==> src/rtl/mem_access_stage.sv <==
// Memory access stage: sits after EX. ALU results go straight to write-back
// one cycle later. A load or store becomes a single req/ack transaction on the
// data bus. The upstream pipeline is held while that transaction is
// outstanding. Misaligned accesses, illegal funct3 values and bus timeouts
// each produce a one-cycle mem_err_o pulse.
//
// state | meaning
// IDLE  | accepting EX results; ALU results and bad mem ops resolve here
// BUS   | bus_req_o high, waiting for bus_ack_i or for the timeout to expire
module mem_access_stage #(
    parameter int TIMEOUT_CYC = 255
) (
    input  logic        clk,
    input  logic        rst,
    input  logic        ex_valid_i,
    input  logic [6:0]  ex_opcode_i,
    input  logic [2:0]  ex_funct3_i,
    input  logic [4:0]  ex_rd_addr_i,
    input  logic [31:0] ex_rd_data_i,
    input  logic [31:0] ex_store_data_i,
    output logic        mem2cu_hold_o,
    output logic        bus_req_o,
    output logic        bus_we_o,
    output logic [31:0] bus_addr_o,
    output logic [31:0] bus_wdata_o,
    output logic [3:0]  bus_be_o,
    input  logic        bus_ack_i,
    input  logic [31:0] bus_rdata_i,
    output logic        wb_we_o,
    output logic [4:0]  wb_rd_addr_o,
    output logic [31:0] wb_rd_data_o,
    output logic        mem_err_o
);

    localparam logic [6:0] OP_LOAD  = 7'b0000011;
    localparam logic [6:0] OP_STORE = 7'b0100011;

    // The counter only has to reach TIMEOUT_CYC-1, so clog2 of the limit is enough.
    localparam int CW = (TIMEOUT_CYC > 1) ? $clog2(TIMEOUT_CYC) : 1;
    localparam logic [CW-1:0] TMO_LAST = (TIMEOUT_CYC > 0) ? CW'(TIMEOUT_CYC - 1) : '0;

    typedef enum logic {
        S_IDLE,
        S_BUS
    } state_t;

    state_t       state;
    logic [CW-1:0] tmo_cnt;
    logic [4:0]   lat_rd;
    logic [2:0]   lat_funct3;
    logic [1:0]   lat_lane;

    logic         is_load;
    logic         is_store;
    logic         is_mem;
    logic         f3_legal;
    logic         aligned;
    logic         mem_go;
    logic         mem_bad;
    logic         tmo_hit;
    logic [3:0]   be_calc;
    logic [31:0]  wdata_calc;
    logic [31:0]  rd_shift;
    logic [31:0]  load_data;

    // Decode the EX result: legality, alignment, byte lanes and store data.
    always_comb begin
        is_load    = (ex_opcode_i == OP_LOAD);
        is_store   = (ex_opcode_i == OP_STORE);
        is_mem     = is_load | is_store;
        f3_legal   = 1'b0;
        aligned    = 1'b1;
        be_calc    = 4'b1111;
        wdata_calc = ex_store_data_i;

        case (ex_funct3_i)
            3'b000, 3'b001, 3'b010: f3_legal = 1'b1;
            3'b100, 3'b101:         f3_legal = is_load;
            default:                f3_legal = 1'b0;
        endcase

        case (ex_funct3_i[1:0])
            2'b00: begin
                be_calc    = 4'b0001 << ex_rd_data_i[1:0];
                wdata_calc = {4{ex_store_data_i[7:0]}};
            end
            2'b01: begin
                aligned    = ~ex_rd_data_i[0];
                be_calc    = 4'b0011 << ex_rd_data_i[1:0];
                wdata_calc = {2{ex_store_data_i[15:0]}};
            end
            2'b10: begin
                aligned    = (ex_rd_data_i[1:0] == 2'b00);
                be_calc    = 4'b1111;
                wdata_calc = ex_store_data_i;
            end
            default: begin
                aligned    = 1'b1;
                be_calc    = 4'b1111;
                wdata_calc = ex_store_data_i;
            end
        endcase

        mem_go  = (state == S_IDLE) && ex_valid_i && is_mem && f3_legal && aligned;
        mem_bad = (state == S_IDLE) && ex_valid_i && is_mem && !(f3_legal && aligned);
        tmo_hit = (TIMEOUT_CYC != 0) && (tmo_cnt == TMO_LAST);
    end

    // Pick the addressed lane out of the read word and extend it to 32 bits.
    always_comb begin
        rd_shift  = bus_rdata_i >> {lat_lane, 3'b000};
        load_data = rd_shift;
        case (lat_funct3)
            3'b000:  load_data = {{24{rd_shift[7]}}, rd_shift[7:0]};
            3'b001:  load_data = {{16{rd_shift[15]}}, rd_shift[15:0]};
            3'b100:  load_data = {24'h0, rd_shift[7:0]};
            3'b101:  load_data = {16'h0, rd_shift[15:0]};
            default: load_data = bus_rdata_i;
        endcase
    end

    // The stall has to reach the CU in the same cycle, so it stays combinational.
    always_comb begin
        mem2cu_hold_o = mem_go || ((state == S_BUS) && !bus_ack_i);
    end

    // Two-state FSM plus the one-cycle write-back and error slots.
    always_ff @(posedge clk or posedge rst) begin
        if (rst) begin
            state        <= S_IDLE;
            tmo_cnt      <= '0;
            lat_rd       <= '0;
            lat_funct3   <= '0;
            lat_lane     <= '0;
            bus_req_o    <= 1'b0;
            bus_we_o     <= 1'b0;
            bus_addr_o   <= '0;
            bus_wdata_o  <= '0;
            bus_be_o     <= '0;
            wb_we_o      <= 1'b0;
            wb_rd_addr_o <= '0;
            wb_rd_data_o <= '0;
            mem_err_o    <= 1'b0;
        end else begin
            wb_we_o   <= 1'b0;
            mem_err_o <= 1'b0;
            case (state)
                S_IDLE: begin
                    if (mem_go) begin
                        state       <= S_BUS;
                        tmo_cnt     <= '0;
                        lat_rd      <= ex_rd_addr_i;
                        lat_funct3  <= ex_funct3_i;
                        lat_lane    <= ex_rd_data_i[1:0];
                        bus_req_o   <= 1'b1;
                        bus_we_o    <= is_store;
                        bus_addr_o  <= {ex_rd_data_i[31:2], 2'b00};
                        bus_wdata_o <= wdata_calc;
                        bus_be_o    <= be_calc;
                    end else if (mem_bad) begin
                        mem_err_o <= 1'b1;
                    end else if (ex_valid_i && !is_mem) begin
                        wb_we_o      <= (ex_rd_addr_i != 5'd0);
                        wb_rd_addr_o <= ex_rd_addr_i;
                        wb_rd_data_o <= ex_rd_data_i;
                    end
                end
                S_BUS: begin
                    if (bus_ack_i) begin
                        state     <= S_IDLE;
                        bus_req_o <= 1'b0;
                        if (!bus_we_o) begin
                            wb_we_o      <= (lat_rd != 5'd0);
                            wb_rd_addr_o <= lat_rd;
                            wb_rd_data_o <= load_data;
                        end
                    end else if (tmo_hit) begin
                        state     <= S_IDLE;
                        bus_req_o <= 1'b0;
                        mem_err_o <= 1'b1;
                    end else begin
                        tmo_cnt <= tmo_cnt + 1'b1;
                    end
                end
                default: begin
                    state     <= S_IDLE;
                    bus_req_o <= 1'b0;
                end
            endcase
        end
    end

endmodule

==> config.mk <==
export PLATFORM = sky130hd
export DESIGN_NAME = mem_access_stage
export DESIGN_NICKNAME = d
export VERILOG_FILES = /design/src/rtl/mem_access_stage.sv
export SDC_FILE = /design/constraint.sdc
export NUM_CORES = 1
export LEC_CHECK = 0
export ABC_AREA = 1
export CAP_MARGIN = 25
export CORE_UTILIZATION = 42
export CTS_CLUSTER_DIAMETER = 80
export DETAILED_ROUTE_END_ITERATION = 12
export PLACE_DENSITY_LB_ADDON = 0.2
export REMOVE_ABC_BUFFERS = 1
export SLEW_MARGIN = 20
export SYNTH_ARGS = -nofsm -noshare
export SYNTH_HDL_FRONTEND = slang
export SYNTH_SLANG_ARGS = --single-unit
==> constraint.sdc <==
create_clock -name clk -period 3.85 [get_ports clk]
set_input_delay 0.5775 -clock clk [delete_from_list [all_inputs] [get_ports clk]]
set_output_delay 0.5775 -clock clk [all_outputs]
set_load 0.01 [all_outputs]
# ---- Yosys cells after proc, flatten, opt, wreduce, memory -nomap -nowiden
# Index checks and enable logic that the tools add are counted.
dict set report op_classes {
  add_sub_neg 1
  n_mul 0
  n_div 0
  n_lt_le_gt_ge 0
  eq_ne 21
  shift 3
  mux 40
  bitwise 3
  reduce_logical 24
}
# operator count
set op_table {}
lappend op_table {{32-bit two-way mux} 5}
lappend op_table {{32-bit case mux with 2 select lines} 2}
lappend op_table {{32-bit case mux with 4 select lines} 1}
lappend op_table {{32-bit by 5-bit right shift with 16-bit output} 1}
lappend op_table {{5-bit two-way mux} 5}
lappend op_table {{8-bit two-way mux} 3}
lappend op_table {{8-bit case mux with 2 select lines} 1}
lappend op_table {{1-bit two-way mux} 15}
lappend op_table {{2-bit != test, second input constant} 7}
lappend op_table {{3-bit == test, second input constant} 4}
lappend op_table {{1-bit case mux with 2 select lines} 6}
lappend op_table {{5-bit case mux with 2 select lines} 1}
lappend op_table {{5-bit nonzero test} 2}
lappend op_table {{8-bit by 1-bit adder with 8-bit output, second input constant} 1}
lappend op_table {{8-bit == test, second input constant} 1}
lappend op_table {{1-bit logical AND} 8}
lappend op_table {{4-bit case mux with 2 select lines} 1}
lappend op_table {{7-bit by 2-bit == test with 1-bit output, second input constant} 1}
lappend op_table {{7-bit by 6-bit == test with 1-bit output, second input constant} 1}
lappend op_table {{3-bit by 1-bit == test with 1-bit output, second input constant} 2}
lappend op_table {{3-bit logical NOT} 2}
lappend op_table {{5-bit AND reduction} 1}
lappend op_table {{2-bit logical NOT} 2}
lappend op_table {{2-bit AND reduction} 2}
lappend op_table {{14 further kinds} 17}
dict set report totals {
  regBits 126
  latch_bits 0
  ramBits 0
  mem_bits_ro 0
  inputBits 115
  out_inout_bits 110
  memories 0
}

# ---- Longest topological paths before layout
# Gate-level depths: netlist of the first run.
dict set report depth {
  word_depth 9
  ltp_mapped 12
}

# ---- Worst setup path before layout of the first run
# OpenSTA, ideal clock, no wires.
dict set report synth_path {
  kind {in2out}
  start {in ex_funct3_i[0]}
  end {out mem2cu_hold_o}
  arrival_time_ps 1484
  setup_slack_ps 1788
  stages 8
  n_path_buf 0
  cell_sequence {inv_1 > ha_1 > inv_2 > nand2_2 > nor2_1 > a21oi_2 > nand3_4 > nand2_2}
}
dict set report synth_between {
  elab_chain_cells 6
  word_cells_on_any_way 14
  cone_classes {eq/ne (6); mux (2); reduce/logical (6)}
}
# item line
set synth_lines {}
lappend synth_lines {{start: declaration} 17} ;# input logic [2:0] ex_funct3_i,
lappend synth_lines {{3-bit by 1-bit == test with 1-bit output, or another cell as far along} 76} ;# case (ex_funct3_i)
lappend synth_lines {{3-bit OR reduction or 2-bit OR reduction (tied branches)} 76}
lappend synth_lines {{1-bit case mux with 2 select lines} 76}
lappend synth_lines {{1-bit logical AND} 104} ;# mem_go = (state == S_IDLE) && ex_valid_i && is_mem && f3_legal && aligned;
lappend synth_lines {{1-bit logical AND (*)} 104}
lappend synth_lines {{1-bit logical OR (*)} 124} ;# mem2cu_hold_o = mem_go || ((state == S_BUS) && !bus_ack_i);
lappend synth_lines {{end: declaration} 21} ;# output logic mem2cu_hold_o,
# Mark *: on every way between the ends. The rest lies on a longest branch, timed or not.

# ---- Worst setup path in the final report of the first run
dict set report layout_path {
  start {in ex_funct3_i[1]}
  end {out mem2cu_hold_o}
}
# The elaborated chain is that of the path after synthesis.

==> reports/results.tsv, run 1 <==
stage	metric	value	unit
yosys	synth-edff-count	0	
power_and_ir_drop	p_leak	0.00465	uW
detailed_routing	wl_per_cell	14.4	um
floorplan	core_area	15300	um2
floorplan	die_area	16300	um2
power_and_ir_drop	p_per_area	388	nW/um2
critical_path	r2r_cells	10	
critical_path	reg2reg_from	lat_lane[0]	
yosys	yosysWarningCount	0	
final_layout	syn2layout_area_growth	44.1	%
detailed_routing	drtAntennaViolNets	0	
final_layout	fin_area	9590	um2
min_path	hp-class	flip-flop to flip-flop	
final_layout	fin_util	0.626	
grt	overflow	0	
critical_path	rrSetupSlack	1480	ps
critical_path	critPathArrivalTime	2630	ps
grt	use_met2	0.406	
timing	slew_headroom	0.465	
detailed_routing	wirelength	19400	um
yosys	syn-cell-area	6650	um2
critical_path	start_kind	input port	
critical_path	crit_fanout	18	
placed_design	routabilityCongestion	0.888	
power_and_ir_drop	ir_worst_vdd	276	uV
floorplan	num_io_pins	225	
final_layout	drive_gt1_frac	0.0495	
detailed_routing	vias	6601	
clock_network	insertion_delay	420	ps
grt	antenna_found_initial	1	
detailed_routing	drt_iter0_drc	639	
flow_run	drv_cap	0	
critical_path	required	3270	ps
clock_network	numCtsBuffers	17	
critical_path	startpoint	ex_funct3_i[1]	
yosys	ys_seq_area_frac	0.474	
grt	grt_pass1_wl	32400	um
clock_network	cts_tree	built	
timing	fmax	311	MHz
grt	met1_usage	0.333	
yosys	synth_cell_type_count	30	
yosys	synthArstFlopShare	1.00	
clock_network	cts_resized	0	
timing	setup_violations	0	
grt	grt_max_degree	79	
grt	first_global_vias	6361	
grt	grt_usage	0.253	
clock_network	post-cts-setup-buffer-count	0	
timing	finalSetupTns	0	ps
floorplan	dieWidth	128	um
timing	final_max_slew_viol_count	0	
final_layout	nNetsFinal	1239	
yosys	synth_ff_type	dfrtp_1	
placed_design	placed_cell_area	8960	um2
clock_network	htreeDepth	4	
placed_design	io_buffers	222	
detailed_routing	drc	0	
critical_path	crit_type	input port to output pin	
timing	hold_viol	0	
clock_network	cts_hold_buf	0	
critical_path	r2r_end	wb_rd_data_o[26]	
grt	gr-usage-met3	0.0684	
timing	fin_crit	3210	ps
critical_path	setup.worst_path.end_class	output pin	
run_status	status	finished, final reports clean	
grt	top_usage_layer	met2	
critical_path	crit_end	mem2cu_hold_o	
detailed_routing	firstDrtPassIters	6	
timing	rsz0062_at_grt	false	
clock_network	path_clk_slew	60	ps
yosys	syn_inst	916	
timing	tightest_slew	801	ps
timing	period_share	0.834	
timing	skew	14.8	ps
clock_network	clockBufferDepth	2	
yosys	synth_seq_cells	126	
floorplan	num_rows	45	
floorplan	dieHeight	128	um
yosys	syn-mean-instance-area	7.26	um2
placed_design	place.detailed.hpwl	13500	um
floorplan	initial_core_util	0.434	
clock_network	cts_root_buffer	clkbuf_16	
detailed_routing	vias_per_cell	4.91	
clock_network	clkSinkCount	126	
-- power breakdown --
part	total (uW)	internal (uW)	switching (uW)
registers	1440	1400	46.2
clock network	1700	1110	587
logic	578	301	278
-- kinds of logic (layout without fill, tap and decap cells) --
logic type / after synthesis / after routing / synth area share
AOI/OAI and AO/OA: 183 / 183 / 0.142
DFF: 126 / 126 / 0.474
buffers and inverters: 144 / 359 / 0.0963
xor gates and xnor gates: 6 / 6 / 0.00790
other: 1 / 3 / 0.000564
adders and majority gates: 5 / 5 / 0.00940
and+or+nand+nor: 451 / 451 / 0.270
-- how the worst min path moves through the flow --
stage | from | end | slack, ps | depth (start not counted)
final | wb_rd_data_o[4] | wb_rd_data_o[4] | 480 | 2
after global routing | bus_addr_o[28] | bus_addr_o[28] | 500 | 2
after CTS | wb_rd_data_o[18] | wb_rd_data_o[18] | 480 | 2
after detailed placement | wb_rd_data_o[27] | wb_rd_data_o[27] | 470 | 2
after global placement | wb_rd_data_o[13] | wb_rd_data_o[13] | 460 | 2
after floorplan | lat_rd[0] | lat_rd[0] | 470 | 2
-- stage by stage --
stage	setup WS [ps]	hold slack, ps	power (uW)	instances
global placement	663	463	2040	1311
finish	639	478	3720	1344
global route	482	504	3880	1344
detailed placement	615	468	2050	1311
CTS	606	483	3750	1343
floorplan	-83.4	470	1700	866
-- sequential cells by signal, indices dropped and copies added, names as in the netlist --
register and count:
state 1, wb_we_o 1, wb_rd_addr_o 5, bus_req_o 1
mem_err_o 1, lat_lane 2, bus_we_o 1, bus_be_o 4
wb_rd_data_o 32, lat_funct3 3, bus_addr_o 30, tmo_cnt 8
lat_rd 5, bus_wdata_o 32
-- synth_stat cells (2+ instances only) --
| cell type | count | area [um2] |
|---|---|---|
| dfrtp_1 | 126 | 3150 |
| o2111ai_1 | 6 | 52.6 |
| ha_1 | 5 | 62.6 |
| nor3_1 | 2 | 10.0 |
| a21oi_1 | 37 | 185 |
| xor2_1 | 5 | 43.8 |
| o21ai_1 | 26 | 130 |
| o21ai_0 | 111 | 556 |
| inv_2 | 4 | 15.0 |
| buf_6 | 8 | 90.1 |
| clkbuf_1 | 23 | 86.3 |
| nand2_1 | 370 | 1390 |
| nor2_1 | 26 | 97.6 |
| nand2_2 | 3 | 18.8 |
| buf_2 | 14 | 70.1 |
| inv_1 | 88 | 330 |
| nand3_1 | 44 | 220 |
| buf_4 | 6 | 45.0 |
-- area by class of cell --
type / instances / area [um2]
tap: 211 / 264
sequential: 126 / 3150
fill: 1369 / 5730
clock inverter: 11 / 164
inverter: 93 / 354
antenna: 1 / 2.50
clock buffer: 21 / 460
multi-input combinational: 647 / 2860
timing repair buffer: 234 / 2320
-- worst max-delay path, stage by stage --
cell,delay (ps)
clkdlybuf4s50_1,440
inv_1,110
ha_1,210
inv_2,50
nand2_2,230
nor2_1,100
a21oi_2,180
nand3_4,100
nand2_2,90
clkdlybuf4s50_1,550
-- routing by layer --
metal,vias to the layer above,wire length (um),share of wire
li1,3291,-,-
met1,3023,8520,0.44
met2,254,9080,0.47
met3,33,1480,0.076
met4,0,320,0.016
met5,-,0,0
-- cell usage in the layout, fill, tap and decap left out, drive strengths merged --
cell type | netlist | layout
a21oi | 38 | 38
and3 | 1 | 1
buf | 28 | 12
bufinv | 0 | 4
clkbuf | 23 | 21
clkdlybuf4s50 | 0 | 222
clkinv | 1 | 6
clkinvlp | 0 | 2
conb | 1 | 2
dfrtp | 126 | 126
diode | 0 | 1
ha | 5 | 5
inv | 92 | 92
nand2 | 373 | 373
nand3 | 46 | 46
nand4 | 1 | 1
nor2 | 28 | 28
nor3 | 2 | 2
o2111ai | 6 | 6
o21ai | 137 | 137
o21bai | 1 | 1
o31ai | 1 | 1
xnor2 | 1 | 1
xor2 | 5 | 5
Power figures use the tool's default switching activity.
==> run 2, diff against run 1 <==
==> constraint.sdc (replaced) <==
create_clock -name clk -period 2.9 [get_ports clk]
set_input_delay 0.435 -clock clk [delete_from_list [all_inputs] [get_ports clk]]
set_output_delay 0.435 -clock clk [all_outputs]
set_load 0.01 [all_outputs]
==> run 2 against run 1 <==
Effect of this change:
- sequential share of layout area decreased by 0.26 points
- critical path depth fell by 1
- count of clock-buffer cells in the layout unchanged
- die area stayed put
- via count up 0.47%
- non-clock buffer count is 9 higher
- global-route usage is 1.1 points lower
- sequential power up 33%
- core utilization up 0.50 points
- hold slack worse by 66 ps
- clock power increased by 29%
==> reports/results.tsv, run 2 (synthesized netlist as in run 1, its figures left out) <==
stage	metric	value	unit
placed_design	io_buffers	222	
detailed_routing	drtAntennaViolNets	0	
final_layout	syn2layout_area_growth	45.2	%
power_and_ir_drop	p_leak	0.00472	uW
timing	period_share	0.852	
timing	final_max_slew_viol_count	0	
timing	hold_viol	0	
clock_network	cts_hold_buf	0	
grt	first_global_vias	6224	
grt	antenna_found_initial	0	
final_layout	fin_util	0.631	
power_and_ir_drop	p_per_area	507	nW/um2
clock_network	post-cts-setup-buffer-count	0	
critical_path	crit_type	input port to output pin	
timing	fin_crit	2470	ps
clock_network	htreeDepth	4	
placed_design	pre_cts_slack	30.4	ps
grt	grt_usage	0.243	
grt	overflow	0	
clock_network	path_clk_slew	60	ps
detailed_routing	vias	6632	
critical_path	critPathArrivalTime	2040	ps
detailed_routing	drc	0	
critical_path	start_kind	input port	
critical_path	startpoint	ex_funct3_i[1]	
placed_design	dp_cells	1320	
clock_network	clkSinkCount	126	
final_layout	final_common_cell	nand2_1	
placed_design	routabilityCongestion	0.895	
floorplan	num_io_pins	225	
final_layout	final-instance-count-excl-fill	1351	
detailed_routing	wl_per_cell	14.3	um
critical_path	r2r_end	wb_rd_data_o[17]	
critical_path	setup.worst_path.end_class	output pin	
timing	rsz0062_at_grt	false	
clock_network	cts_root_buffer	clkbuf_16	
grt	grt_pass1_wl	31000	um
final_layout	final_cell_mix	nand2_1, clkdlybuf4s50_1, dfrtp_1	
final_layout	fill_cells	1402	
floorplan	core_area	15300	um2
critical_path	rrSetupSlack	870	ps
min_path	hp-class	input port to async pin	
detailed_routing	firstDrtPassIters	5	
critical_path	required	2470	ps
critical_path	crit_fanout	3	
critical_path	reg2reg_from	lat_lane[1]	
detailed_routing	vias_per_cell	4.91	
clock_network	insertion_delay	420	ps
detailed_routing	wirelength	19300	um
critical_path	crit_end	mem2cu_hold_o	
run_status	status	finished, final reports clean	
floorplan	die_area	16300	um2
power_and_ir_drop	ir_worst_vdd	395	uV
timing	tightest_slew	607	ps
final_layout	nNetsFinal	1248	
clock_network	clockBufferDepth	2	
floorplan	dieHeight	128	um
final_layout	antenna_cells	0	
floorplan	num_rows	45	
floorplan	dieWidth	128	um
final_layout	drive_gt1_frac	0.0570	
grt	grt_max_degree	126	
timing	setup_slack	430	ps
timing	fmax	405	MHz
flow_run	drv_cap	0	
timing	skew	11.1	ps
timing	setup_violations	0	
floorplan	initial_core_util	0.434	
detailed_routing	drt_iter0_drc	461	
clock_network	numCtsBuffers	17	
placed_design	place.detailed.hpwl	13500	um
timing	slew_headroom	0.593	
critical_path	r2r_cells	10	
final_layout	largestRegisters	bus_wdata_o x32, wb_rd_data_o x32, bus_addr_o x30	
clock_network	cts_tree	built	
run 2: cell count changes in the layout (fill, tap and decap cells not counted), sizes merged:
| cell | before | now |
|---|---|---|
| buf | 12 | 21 |
| bufinv | 4 | 3 |
| clkdlybuf4s50 | 222 | 221 |
| diode | 1 | 0 |
| dlymetal6s2s | 0 | 1 |
run 2: power breakdown:
group | switching (uW) | internal, uW | total [uW] | leakage (uW)
Sequential | 59.0 | 1850 | 1910 | 0.00167
Clock | 790 | 1410 | 2200 | 0.000295
Combinational | 375 | 409 | 784 | 0.00275
run 2: how the worst min path moves through the flow:
stage / from / endpoint / cells after the start
4_1_cts: rst / lat_rd[4] / 2
5_1_grt: rst / bus_req_o / 2
6_report: rst / bus_req_o / 2
3_5_place_dp: wb_rd_data_o[3] / wb_rd_data_o[3] / 2
3_3_place_gp: wb_rd_data_o[2] / wb_rd_data_o[2] / 2
2_1_floorplan: lat_rd[0] / lat_rd[0] / 2
run 2: worst max-delay path: stages:
cell and delay, ps:
clkdlybuf4s50_1 520, inv_1 90, ha_1 280, inv_1 50, a21oi_1 50, a21oi_2 220
nand3_4 110, nand2_2 110, dlymetal6s2s_1 170
run 2: routing by layer:
metal,up-vias,global-route usage,wire (um)
li1,3308,-,-
met1,3091,0.315,8670
met2,214,0.398,9140
met3,19,0.0693,1360
met4,0,0.0644,167
met5,-,0,0
run 2: final cells by class:
type	instances	area (um2)	share of cell area
clock buffers	21	470	0.0487
clock inverters	10	138	0.0142
flip-flops and latches	126	3150	0.326
repair buffers	243	2420	0.250
inverters	93	354	0.0366
well taps	211	264	0.0273
multi-input cells	647	2860	0.296
run 2: what timing repair did:
action,in CTS,in global routing
gates resized for setup,0,1
endpoints found under the hold margin,0,0
setup endpoints to repair,0,1
run 2: metrics by stage:
stage | cell area (um2) | setup TNS (ps) | hold WS (ps) | power [uW]
final | 9660 | 0 | 412 | 4900
after detailed placement | 9050 | 0 | 469 | 2730
after floorplan | 6360 | -142580 | 470 | 2260
after CTS | 9660 | 0 | 441 | 4930
after global placement | 9050 | 0 | 464 | 2720
after global routing | 9660 | 0 | 461 | 5100
